[config.mk]
export PLATFORM = sky130hd
export DESIGN_NAME = seq_mem_2r1w_rf_param
export DESIGN_NICKNAME = d
export VERILOG_FILES = /design/src/rtl/seq_mem_2r1w_rf_param.sv
export SDC_FILE = /design/constraint.sdc
export NUM_CORES = 1
export LEC_CHECK = 0
export CAP_MARGIN = 0
export CORE_AREA = 2 2 96 98
export CTS_CLUSTER_DIAMETER = 30
export DETAILED_ROUTE_END_ITERATION = 8
export DIE_AREA = 0 0 98 100
export PLACE_DENSITY = 0.75
export SYNTH_ARGS = -nofsm -noshare
export SYNTH_HDL_FRONTEND = slang
export SYNTH_SLANG_ARGS = --single-unit
export TNS_END_PERCENT = 50
[constraint.sdc]
create_clock -name clk -period 2.85 [get_ports clk]
set_input_delay 0.855 -clock clk [delete_from_list [all_inputs] [get_ports clk]]
set_output_delay 0.855 -clock clk [all_outputs]
set_load 0.1 [all_outputs]
[src/rtl/seq_mem_2r1w_rf_param.sv]
// seq_mem_2r1w_rf_param
// Register file with two registered read ports and one write port.
// A clear sequencer zeroes every entry after reset and when clear is pulsed.
// With BYPASS=1, a read of the address being written returns the new data.
module seq_mem_2r1w_rf_param #(
  parameter int NBITS    = 8,
  parameter int NENTRIES = 8,
  parameter int BYPASS   = 1,
  localparam int AW      = (NENTRIES > 1) ? $clog2(NENTRIES) : 1
) (
  input  logic             clk,
  input  logic             reset_n,
  input  logic             clear,
  output logic             ready,
  input  logic             read0_en,
  input  logic [AW-1:0]    read0_addr,
  output logic             read0_val,
  output logic [NBITS-1:0] read0_data,
  input  logic             read1_en,
  input  logic [AW-1:0]    read1_addr,
  output logic             read1_val,
  output logic [NBITS-1:0] read1_data,
  input  logic             write_en,
  input  logic [AW-1:0]    write_addr,
  input  logic [NBITS-1:0] write_data
);

  typedef enum logic [0:0] {
    ST_CLEAR = 1'b0,
    ST_READY = 1'b1
  } state_t;

  localparam logic [AW-1:0] LAST_PTR = AW'(NENTRIES - 1);

  state_t            state_r;
  logic [AW-1:0]     clear_ptr_r;
  logic [NBITS-1:0]  mem_r [NENTRIES];

  logic              mem_we_s;
  logic [AW-1:0]     mem_waddr_s;
  logic [NBITS-1:0]  mem_wdata_s;
  logic [NBITS-1:0]  rd0_data_s;
  logic [NBITS-1:0]  rd1_data_s;

  // Array write port: the sweep owns it in CLEAR, the user write in READY.
  always_comb begin
    mem_we_s    = 1'b0;
    mem_waddr_s = '0;
    mem_wdata_s = '0;
    case (state_r)
      ST_CLEAR: begin
        mem_we_s    = 1'b1;
        mem_waddr_s = clear_ptr_r;
        mem_wdata_s = '0;
      end
      ST_READY: begin
        if (!clear && write_en) begin
          mem_we_s    = 1'b1;
          mem_waddr_s = write_addr;
          mem_wdata_s = write_data;
        end else begin
          mem_we_s    = 1'b0;
          mem_waddr_s = '0;
          mem_wdata_s = '0;
        end
      end
      default: begin
        mem_we_s    = 1'b0;
        mem_waddr_s = '0;
        mem_wdata_s = '0;
      end
    endcase
  end

  // Read data selection; each port bypasses the coincident write independently.
  always_comb begin
    rd0_data_s = mem_r[read0_addr];
    rd1_data_s = mem_r[read1_addr];
    if ((BYPASS != 0) && write_en && (write_addr == read0_addr)) begin
      rd0_data_s = write_data;
    end else begin
      rd0_data_s = mem_r[read0_addr];
    end
    if ((BYPASS != 0) && write_en && (write_addr == read1_addr)) begin
      rd1_data_s = write_data;
    end else begin
      rd1_data_s = mem_r[read1_addr];
    end
  end

  // Storage array; intentionally unreset, the clear sweep gives it a known state.
  always_ff @(posedge clk) begin
    if (mem_we_s) begin
      mem_r[mem_waddr_s] <= mem_wdata_s;
    end
  end

  // Clear/ready sequencer with registered ready and read-port outputs.
  always_ff @(posedge clk or negedge reset_n) begin
    if (!reset_n) begin
      state_r     <= ST_CLEAR;
      clear_ptr_r <= '0;
      ready       <= 1'b0;
      read0_val   <= 1'b0;
      read0_data  <= '0;
      read1_val   <= 1'b0;
      read1_data  <= '0;
    end else begin
      case (state_r)
        ST_CLEAR: begin
          read0_val <= 1'b0;
          read1_val <= 1'b0;
          if (clear) begin
            clear_ptr_r <= '0;
          end else if (clear_ptr_r == LAST_PTR) begin
            state_r     <= ST_READY;
            ready       <= 1'b1;
            clear_ptr_r <= '0;
          end else begin
            clear_ptr_r <= clear_ptr_r + AW'(1);
          end
        end
        ST_READY: begin
          if (clear) begin
            state_r     <= ST_CLEAR;
            clear_ptr_r <= '0;
            ready       <= 1'b0;
            read0_val   <= 1'b0;
            read1_val   <= 1'b0;
          end else begin
            read0_val <= read0_en;
            read1_val <= read1_en;
            if (read0_en) begin
              read0_data <= rd0_data_s;
            end
            if (read1_en) begin
              read1_data <= rd1_data_s;
            end
          end
        end
        default: begin
          state_r     <= ST_CLEAR;
          clear_ptr_r <= '0;
          ready       <= 1'b0;
          read0_val   <= 1'b0;
          read1_val   <= 1'b0;
        end
      endcase
    end
  end

endmodule

# --- Word level (Yosys, flattened, before mapping) ---
# Memories as Yosys holds them, arrays and structs flattened. A register that Yosys moved wholly into a read port is not among the register bits.
# Index checks and enable logic that the tools add are counted.
totals:
  ff_bits: 7
  mem_bits_rw: 64
  input_bits: 23
  out_inout_bits: 19
  wordCells: 44
  mem_count: 1
memory_table:
  columns: ["name", "depth", "word_bits", "rd", "rd_ports_with_merged_regs", "wr", "line", "text"]
  rows:
  - ["mem_r", 8, 8, 2, 2, 1, "37", "logic [NBITS-1:0] mem_r [NENTRIES];"]
classes:
  add_sub_neg: 1
  eq_ne: 4
  n_mux: 24
  n_bitwise: 2
  reduce_logical: 7
op_table:
  columns: ["cell", "n"]
  rows:
  - ["one-hot mux 8 bit (2 select lines)", 1]
  - ["two-way mux 3 bit", 4]
  - ["one-hot mux 3 bit (2 select lines)", 2]
  - ["two-way mux 1 bit", 11]
  - ["one-hot mux 1 bit (2 select lines)", 5]
  - ["AND reduction 3 bit", 3]
  - ["two-way mux 8 bit", 1]
  - ["!= test 2 bit (second input constant)", 3]
  - ["adder 3 x 1 -> 3 bit (second input constant)", 1]
  - ["== test 3 bit (second input constant)", 1]
  - ["zero test 1 bit", 3]
  - ["NOT 1 bit", 2]
  - ["logical AND 1 bit", 1]

# --- Longest topological paths before layout ---
logic_depth:
  ltp_word: 6
  ltp_mapped: 7
  mapped_depth_nobuf: 5

# --- Least setup slack after synthesis ---
# Ideal clock, no wire load.
synth_timing:
  path_kind: "input to register"
  startpoint: "in clear"
  endpoint: "mem mem_r[4][0], enable pin"
  setup_time_ns: 0.419
  arrival_time_ns: 2.997
  t_required_ns: 2.431
  slack_ns: -0.566
  stages: 5
  path_buffers: 2
  path_cell_list: "buf_6 -> and3b_2 -> buf_6 -> a22o_1 -> a2111oi_0"
synth_between:
  elab_chain_len: 6
  word_cells_on_any_way: 8
  cone_classes: "mux (6); reduce/logical (2)"
synth_rtl:
  columns: ["element", "line", "text"]
  rows:
  - ["start: declaration", "13", "input logic clear,"]
  - ["zero test 1 bit *", "57", "if (!clear && write_en) begin"]
  - ["logical AND 1 bit *", "57", null]
  - ["two-way mux 1 bit", "57", null]
  - ["one-hot mux 1 bit (2 select lines)", "50", "case (state_r)"]
  - ["two-way mux 1 bit", "93", "if (mem_we_s) begin"]
  - ["two-way mux 1 bit (implied by the code)", "94", "mem_r[mem_waddr_s] <= mem_wdata_s;"]
  - ["end: declaration", "37", null]
# Mark *: on every way between the ends. The rest lies on a longest branch, timed or not.

==> flow_summary.yaml <==
floorplan:
  start_util_pct: 50.0
  die-area_um2: 9800
  ios: 42
  core_area_um2: 8890
  die_w_um: 98
  die_h_um: 100
  rows: 35
synthesis:
  ys_ff_latch: 87
  synth_warnings: 0
  syn_inst: 286
  ys_types: 47
  synth_nets: 311
  yosys.area.top_type_share_pct: 43.2
  synth_area_leaders: "edfxtp_1, mux4_2, dfrtp_1"
  async_flop_share_pct: 26.4
  syn_area_um2: 4450
  synthFlopType: "edfxtp_1"
  synth-edff-count: 64
  synth_area_per_cell_um2: 15.5
  seq_area_frac_synth_pct: 56.2
  synth_top_cell_by_area: "edfxtp_1"
grt:
  antenna_found_initial: 0
  grt_busiest_layer: "met2"
  grt_use_met1_pct: 29.6
  use_met2_pct: 36.6
  grt-ovfl-total: 0
  track_usage_pct: 22.2
  grt_max_degree: 24
  grt_use_met3_pct: 3.76
  grt_pass1_wl_um: 16300
  grt_pass1_vias: 2829
timing:
  hold_viol_final: 0
  fin_crit_sh_pct: 84.9
  whs_ns: 0.506
  skew_ns: 0.0101
  slew_headroom_pct: 58.5
  rsz0062_at_grt: "false"
  tightest_slew_ns: 0.621
  max_freq_mhz: 413
  drv_slew: 0
  finalSetupViolCount: 0
  layout_min_cycle_time_ns: 2.42
critical_path:
  crit_fanout: 8
  crit_slowest_cell: "clkdlybuf4s50_1"
  max_stage_delay_ns: 0.52
  crit_required_ns: 3.11
  crit_arrival_ns: 2.68
  crit_type: "primary input to register"
  cp-start-kind: "primary input"
  cp_cell_sequence: "clkdlybuf4s50_1 -> and3b_2 -> a22oi_2 -> buf_4 -> mux2i_4 -> a31oi_1 -> a22o_1"
  end_kind: "register"
clocking:
  cts.path.max_buffers: 2
  root_buffer: "clkbuf_8"
  cts_resized: 0
  path_clk_slew_ns: 0.09
  tritoncts: "done"
  cts_setup_buffers: 0
  clock_latency_ns: 0.36
  htree_levels: 3
  holdBufCountCts: 0
  cts_buffers: 9
  clock-sinks: 87
power_and_ir_drop:
  power_density_nw_per_um2: 572
  finalPower_mw: 3.00
  irDropWorstVdd_mv: 0.211
  p_leak_nw: 2.08
route:
  vias: 2768
  drt-initial-drc-count: 164
  drcViolationCount: 0
  wl_per_cell_um: 22.5
  drt_first_pass_iters: 5
  vias_per_cell: 6.06
  drtAntennaViolNets: 0
  wl_um: 10300
placed_design:
  dpl.hpwl_um: 7010
  dp.cells: 441
  postPlaceCellArea_um2: 5030
  place.gp.congestion: 0.817
  port_buffers: 41
final_layout:
  final_core_util_pct: 59.1
  area_growth_pct: 18.1
  drive_gt1_share_pct: 33.8
  layout_common_cells: "edfxtp_1, buf_4, mux4_2"
  fin_cells: 457
  nets: 366
  layout_commonest_cell: "edfxtp_1"
  diodes: 0
  design_area_um2: 5250
outcome:
  outcome: "finished clean"
job:
  drv_cap: 0
worst_hold_path:
  hold_path.class: "register to register"
-- final timing paths --
check / start / to / slack (ns) / cells after the start
min in group asynchronous: reset_n / read1_data[1] / 0.85 / 2
hold reg to reg: read0_data[5] / read0_data[5] / 0.51 / 2
setup reg to reg: state_r / read1_data[6] / 0.65 / 6
hold / removal: read0_data[5] / read0_data[5] / 0.51 / 2
max in group asynchronous: reset_n / read1_val / 1.75 / 2
setup / recovery: write_en / read1_data[6] / 0.43 / 7
-- area by class of cell --
class / instances / area (µm²)
clock buffer: 10 / 138
sequential: 87 / 2500
timing repair buffer: 64 / 598
inverter: 13 / 48.8
fill: 660 / 3640
multi-input combinational: 166 / 1750
tap: 111 / 139
clock inverter: 6 / 78.8
-- sequential cells by signal, indices dropped and copies added (netlist names) --
register	cells
read0_data	8
mem_r	64
read1_data	8
read1_val	1
ready	1
clear_ptr_r	3
state_r	1
read0_val	1
-- worst max-delay path: cells and delay by family --
kind | cells | cell delay, ns
AOI/OAI and AO/OA | 3 | 0.50
buffers and inverters | 2 | 0.69
muxes | 1 | 0.31
and+or+nand+nor | 1 | 0.32
-- per-stage QoR --
step           setup TNS [ns]  setup slack [ns]
6_report                    0             0.429
3_3_place_gp                0            0.0576
4_1_cts                     0             0.422
2_1_floorplan          -0.529           -0.0661
3_5_place_dp                0            0.0478
5_1_grt                     0             0.333
-- synth_stat cells, types with 2 or more instances --
master and instances:
nand2b_1 3, o21ai_0 6, nor3_1 3, inv_1 13
a221oi_2 8, nand4b_1 2, nand2_1 19, a21o_1 2
mux2i_1 10, and2b_1 7, mux4_2 32, a22o_1 9
a2111oi_0 2, a31oi_1 8, buf_2 2, clkbuf_2 2
a21oi_1 3, nand3_1 2, nor2b_1 3, edfxtp_1 64
buf_12 2, ha_1 2, o21ai_1 9, clkbuf_1 5
dfrtp_1 23, buf_4 4, a31o_2 7, buf_6 3
a31o_1 2, a21oi_2 2, nor2_1 11
-- report_power, final --
group,leakage [nW],internal [mW],switching (mW)
clock network,0.102,0.441,0.462
registers,0.968,1.42,0.0407
logic,1.01,0.232,0.404
total,2.08,2.10,0.907
-- kinds of logic (layout without fill, tap and decap cells) --
| group | count (synthesis) | count (layout) | synth area share [%] |
|---|---|---|---|
| compound gates | 64 | 64 | 12.2 |
| xor+xnor | 3 | 3 | 1.01 |
| fa+ha+maj | 2 | 2 | 0.563 |
| buf+inv | 33 | 93 | 4.70 |
| flops | 87 | 87 | 56.2 |
| mux | 44 | 44 | 19.3 |
| simple gates | 53 | 53 | 6.08 |
-- per-layer routing --
layer	wire length, µm	vias to the layer above
li1	-	1248
met1	4260	1376
met2	4990	128
met3	807	16
met4	197	0
met5	0	-
No activity file was read; power rests on OpenSTA's default activity.
